`src/rtl/dmem_mmio_responder.sv`:
```
// dmem_mmio_responder
//
// Sits on the processor's data-memory port. Accesses whose address_dmem[11:8]
// matches MMIO_PAGE are served by a small peripheral page. All other accesses
// are forwarded to the dmem syncram. Page read data is registered, so both
// sources return data one cycle after the address is presented.
//
// Page registers (address_dmem[7:0]):
//   0xF0 TXDATA  - write pushes data[7:0] into the output FIFO; reads 0
//   0xF1 STATUS  - [6:0] count, [7] empty, [8] full, [9] sticky OVF;
//                  a write with data[9]=1 clears OVF
//   0xF2 CYCLES  - free-running counter; a write loads it
//   0xF3 SCRATCH - 32-bit read/write
//
// Optional feature macro: MMIO_CYCLE_COUNTER_EN. When it is undefined, no
// counter is built, CYCLES reads 0 and writes to it are ignored.
//
// Ports:
//   clock, reset           - rising-edge clock; synchronous active-high reset
//   address_dmem/data/wren - processor dmem request
//   q_dmem                 - read data returned to the processor
//   mem_address/mem_data   - passthrough to the dmem syncram
//   mem_wren               - wren, gated off for page hits
//   mem_q                  - syncram read data (one cycle latency)
//   tx_valid/tx_byte       - FIFO head towards the external consumer
//   tx_ready               - consumer takes the head this cycle

module dmem_mmio_responder #(
  parameter int unsigned FIFO_DEPTH = 8,
  parameter logic [3:0]  MMIO_PAGE  = 4'hF
) (
  input  logic        clock,
  input  logic        reset,
  input  logic [11:0] address_dmem,
  input  logic [31:0] data,
  input  logic        wren,
  output logic [31:0] q_dmem,
  output logic [11:0] mem_address,
  output logic [31:0] mem_data,
  output logic        mem_wren,
  input  logic [31:0] mem_q,
  output logic        tx_valid,
  output logic [7:0]  tx_byte,
  input  logic        tx_ready
);

  localparam int unsigned PtrW = (FIFO_DEPTH > 1) ? $clog2(FIFO_DEPTH) : 1;
  localparam int unsigned CntW = PtrW + 1;

  localparam logic [7:0] OffTxData  = 8'hF0;
  localparam logic [7:0] OffStatus  = 8'hF1;
  localparam logic [7:0] OffCycles  = 8'hF2;
  localparam logic [7:0] OffScratch = 8'hF3;

  // Decode
  logic       hit;
  logic [7:0] offset;

  assign hit    = (address_dmem[11:8] == MMIO_PAGE);
  assign offset = address_dmem[7:0];

  assign mem_address = address_dmem;
  assign mem_data    = data;
  assign mem_wren    = wren & ~hit;

  logic wr_page;
  assign wr_page = hit & wren;

  // Output FIFO
  logic [7:0]      fifo_mem [FIFO_DEPTH];
  logic [PtrW-1:0] wr_ptr_q, wr_ptr_d;
  logic [PtrW-1:0] rd_ptr_q, rd_ptr_d;
  logic [CntW-1:0] count_q, count_d;
  logic            ovf_q, ovf_d;
  logic            empty, full;
  logic            push_req, push_acc, pop;

  assign empty    = (count_q == '0);
  assign full     = (count_q == CntW'(FIFO_DEPTH));
  assign tx_valid = ~empty;
  assign tx_byte  = empty ? 8'h00 : fifo_mem[rd_ptr_q];
  assign pop      = tx_valid & tx_ready;
  assign push_req = wr_page & (offset == OffTxData);
  // A push into a full FIFO still lands when the head retires in the same cycle.
  assign push_acc = push_req & (~full | pop);

  always_comb begin
    wr_ptr_d = wr_ptr_q;
    rd_ptr_d = rd_ptr_q;
    count_d  = count_q;
    ovf_d    = ovf_q;
    if (push_acc) wr_ptr_d = wr_ptr_q + PtrW'(1);
    if (pop)      rd_ptr_d = rd_ptr_q + PtrW'(1);
    unique case ({push_acc, pop})
      2'b10:   count_d = count_q + CntW'(1);
      2'b01:   count_d = count_q - CntW'(1);
      default: count_d = count_q;
    endcase
    if (wr_page && (offset == OffStatus) && data[9]) ovf_d = 1'b0;
    if (push_req && !push_acc)                       ovf_d = 1'b1;
  end

  always_ff @(posedge clock) begin
    if (reset) begin
      wr_ptr_q <= '0;
      rd_ptr_q <= '0;
      count_q  <= '0;
      ovf_q    <= 1'b0;
    end else begin
      wr_ptr_q <= wr_ptr_d;
      rd_ptr_q <= rd_ptr_d;
      count_q  <= count_d;
      ovf_q    <= ovf_d;
    end
  end

  // Storage needs no reset: count_q alone decides which entries are live.
  always_ff @(posedge clock) begin
    if (!reset && push_acc) fifo_mem[wr_ptr_q] <= data[7:0];
  end

  // Scratch register
  logic [31:0] scratch_q;

  always_ff @(posedge clock) begin
    if (reset) begin
      scratch_q <= '0;
    end else if (wr_page && (offset == OffScratch)) begin
      scratch_q <= data;
    end
  end

  // Cycle counter
  logic [31:0] cycles_rd;

`ifdef MMIO_CYCLE_COUNTER_EN
  logic [31:0] cycles_q;
  logic        wr_cycles;

  assign wr_cycles = wr_page & (offset == OffCycles);

  always_ff @(posedge clock) begin
    if (reset) begin
      cycles_q <= '0;
    end else if (wr_cycles) begin
      cycles_q <= data;
    end else begin
      cycles_q <= cycles_q + 32'd1;
    end
  end

  assign cycles_rd = cycles_q;
`else
  assign cycles_rd = '0;
`endif

  // Page read mux and registered return path
  logic [31:0] status;
  logic [31:0] rdata_d, rdata_q;
  logic        sel_q;

  assign status = {22'd0, ovf_q, full, empty, 7'(count_q)};

  always_comb begin
    rdata_d = '0;
    if (hit) begin
      unique case (offset)
        OffStatus:  rdata_d = status;
        OffCycles:  rdata_d = cycles_rd;
        OffScratch: rdata_d = scratch_q;
        default:    rdata_d = '0;
      endcase
    end
  end

  always_ff @(posedge clock) begin
    if (reset) begin
      sel_q   <= 1'b1;
      rdata_q <= '0;
    end else begin
      sel_q   <= hit;
      rdata_q <= rdata_d;
    end
  end

  assign q_dmem = sel_q ? rdata_q : mem_q;

endmodule
```
`config.mk`:
```
export PLATFORM = sky130hd
export DESIGN_NAME = dmem_mmio_responder
export DESIGN_NICKNAME = d
export VERILOG_FILES = /design/src/rtl/dmem_mmio_responder.sv
export SDC_FILE = /design/constraint.sdc
export NUM_CORES = 1
export LEC_CHECK = 0
export ABC_AREA = 1
export BUFFER_PORTS_ARGS = -buffer_cell sky130_fd_sc_hd__buf_2
export CORE_UTILIZATION = 52
export DETAILED_ROUTE_END_ITERATION = 8
export GPL_TIMING_DRIVEN = 0
export PLACE_DENSITY = 0.79
export RECOVER_POWER = 50
export SYNTH_ARGS = -nofsm -noshare
export SYNTH_HDL_FRONTEND = slang
export SYNTH_SLANG_ARGS = --single-unit
```
`constraint.sdc`:
```
create_clock -name clock -period 2.3 [get_ports clock]
set_input_delay 0.46 -clock clock [delete_from_list [all_inputs] [get_ports clock]]
set_output_delay 0.46 -clock clock [all_outputs]
set_load 0.02 [all_outputs]
```
==> results.toml <==
[run_status]
outcome = "completed"

[clocking]
ctsRootBufferMaster = "clkbuf_16"
hold_buffers = 0
cts_buffer_depth = 2
cts_buffers = 17
clock_sinks = 143
clk_pin_slew_ns = 0.07
cts_tree = "yes"
clk_latency_ns = 0.42
htree_num_levels = 4

[floorplanning]
dieWidth_um = 110
die-height_um = 110
fp-row-count = 38
start_util_pct = 54.5
core_area_um2 = 11100
ios = 166
dieArea_um2 = 12000

[synthesis]
ys_ff_latch = 143
synthFlopType = "dfxtp_1"
seq_area_frac_synth_pct = 58.0
syn-instance-count = 607
synth_nets = 692
synthArstFlopShare_pct = 0
synth_area_per_cell_um2 = 9.95
synth_area_um2 = 6040
synth_cell_type_count = 33
synth_edf_count = 64
yosysWarnings = 0

[timing]
final-hold-violation-count = 0
max_freq_mhz = 442
worst_pin_slew_ns = 0.791
tns_ns = 0
worst_slack_ns = 0.0399
fin_skew_ns = 0.0138
holdWs_ns = 0.321
fin_crit_sh_pct = 98.3
min_period_ns = 2.26
slew_violations = 0
setup_viol = 0
relSlewSlack_pct = 47.1

[critical_path]
end_kind = "output port"
start_kind = "flip-flop"
required_ns = 1.84
critPathMaxFanout = 10
crit_arrival_ns = 1.80
path_class = "flip-flop to output port"

[place]
post-place-ws_ns = -0.236
io_buffers = 165
dp_hpwl_mm = 10.7
dpl_cell_area_um2 = 7040
dp_cells = 912
gp_congestion = 0.840

[power]
pwr-share-seq_pct = 38.2
leakage_nw = 3.07
clock_power_share_pct = 35.8
power_frac_comb_pct = 26.0
power_switching_share_pct = 33.2
powerDensity_nw_per_um2 = 966
vdd_drop_max_v = 0.000824
power_switching_mw = 2.44
power_mw = 7.36
p_int_mw = 4.92

[finish]
diodes = 0
final_area_um2 = 7620
nNetsFinal = 877
areaGrowthSynthToFinish_pct = 26.3
layout-drive-gt1-share_pct = 31.8
final_util_pct = 68.8
fin_cells = 945

[route]
wl_per_cell_um = 15.9
drtIter0Drc = 315
ant_nets = 0
drcViolationCount = 0
wl_mm = 15.0
via_per_inst = 5.29
vias = 5001
drtPass1Iterations = 5

[grt]
grt_pass1_wl_mm = 22.5
gr-usage-met2_pct = 44.7
use_met3_pct = 5.28
use_met1_pct = 29.9
antenna_found_initial = 0
grt_max_degree = 17
grt-busiest-layer = "met2"
grt.overflow.total = 0
grt_pass1_vias = 4758
grt.total_usage_pct = 25.2

[flow_run]
maxCapViolations = 0

[min_path]
hold_class = "input port to flip-flop"
sequential cells by signal, indices dropped and copies added (netlist names), named ones only:
register / flops
ovf_q: 1
fifo_mem: 64
scratch_q: 32
rdata_q: 32
sel_q: 1
rd_ptr_q: 3
count_q: 4
wr_ptr_q: 3
final timing paths:
| path | cells past startpoint | end | from | slack, ns |
|---|---|---|---|---|
| worst max-delay path | 4 | q_dmem[1] | sel_q | 0.04 |
| worst min-delay path | 3 | scratch_q[24] | data[24] | 0.32 |
| worst max register to register | 15 | count_q[3] | count_q[0] | 0.17 |
| worst min register to register | 2 | rdata_q[14] | scratch_q[14] | 0.45 |
area by class of cell:
cell class | instances | area (µm²)
Multi-Input combinational cell | 353 | 1930
Buffer | 73 | 504
Clock buffer | 18 | 439
Sequential cell | 143 | 3510
Fill cell | 870 | 3450
Timing Repair Buffer | 166 | 786
Tap cell | 140 | 175
Inverter | 38 | 148
Clock inverter | 14 | 135
placed cells by master (no fill, tap or decap), types with 4 or more instances in the layout:
| cell | synthesis | layout |
|---|---|---|
| nor3_1 | 16 | 16 |
| dfxtp_1 | 79 | 77 |
| a31oi_1 | 9 | 9 |
| nor2_1 | 103 | 102 |
| o22ai_1 | 8 | 8 |
| ha_1 | 4 | 4 |
| buf_4 | 45 | 51 |
| clkbuf_16 | 0 | 17 |
| inv_6 | 0 | 5 |
| a21oi_1 | 32 | 32 |
| inv_8 | 0 | 6 |
| nor3b_1 | 5 | 5 |
| nand3_1 | 13 | 13 |
| clkbuf_1 | 14 | 62 |
| edfxtp_1 | 64 | 64 |
| inv_1 | 35 | 33 |
| o21ai_0 | 77 | 72 |
| buf_2 | 10 | 116 |
| mux2_2 | 29 | 29 |
| o21ai_1 | 0 | 5 |
| nand2_1 | 37 | 37 |
what timing repair did:
| item | CTS | global route |
|---|---|---|
| resized for setup | 20 | 26 |
| setup endpoints to repair | 17 | 19 |
| buffers inserted | 0 | 1 |
| pin swaps | 0 | 3 |
cell families after synthesis:
| kind of cell | count (synthesis) | synth area share [%] |
|---|---|---|
| fa+ha+maj | 5 | 1.16 |
| buf+inv | 111 | 10.2 |
| compound gates | 129 | 11.3 |
| simple gates | 186 | 13.3 |
| flops | 143 | 58.0 |
| xor+xnor | 1 | 0.145 |
| mux | 32 | 5.97 |
cells in the mapped netlist, drive strengths merged (5+ instances only):
| cell type | instances | area share [%] |
|---|---|---|
| o22ai | 8 | 0.83 |
| nor3b | 5 | 0.62 |
| o21ai | 77 | 6.4 |
| a31oi | 9 | 0.93 |
| edfxtp | 64 | 32 |
| nor2 | 106 | 6.7 |
| nand2 | 41 | 2.8 |
| mux2 | 32 | 6.0 |
| clkbuf | 14 | 0.87 |
| dfxtp | 79 | 26 |
| a21oi | 33 | 2.8 |
| nor3 | 17 | 1.6 |
| buf | 59 | 6.9 |
| nand3 | 13 | 1.1 |
| inv | 37 | 2.3 |
power by group through the flow:
stage	logic, mW	registers (mW)	clock network, mW
after floorplan	1.16	2.82	0
after global placement	1.65	2.84	0
after detailed placement	1.72	2.84	0
after CTS	1.80	2.79	2.66
after global routing	2.09	2.82	2.78
final	1.91	2.81	2.64
layer usage:
metal | wire length [µm] | vias to the layer above
met5 | 0 | -
met4 | 264 | 0
met3 | 899 | 26
met2 | 7950 | 212
met1 | 5880 | 2357
li1 | - | 2406
worst max-delay path: stages (launching register included):
cell      delay, ns
dfxtp_1        0.31
clkbuf_1       0.23
buf_4          0.27
mux2_1         0.40
buf_2          0.18
Note: power is estimated with default switching activity, not from simulation.
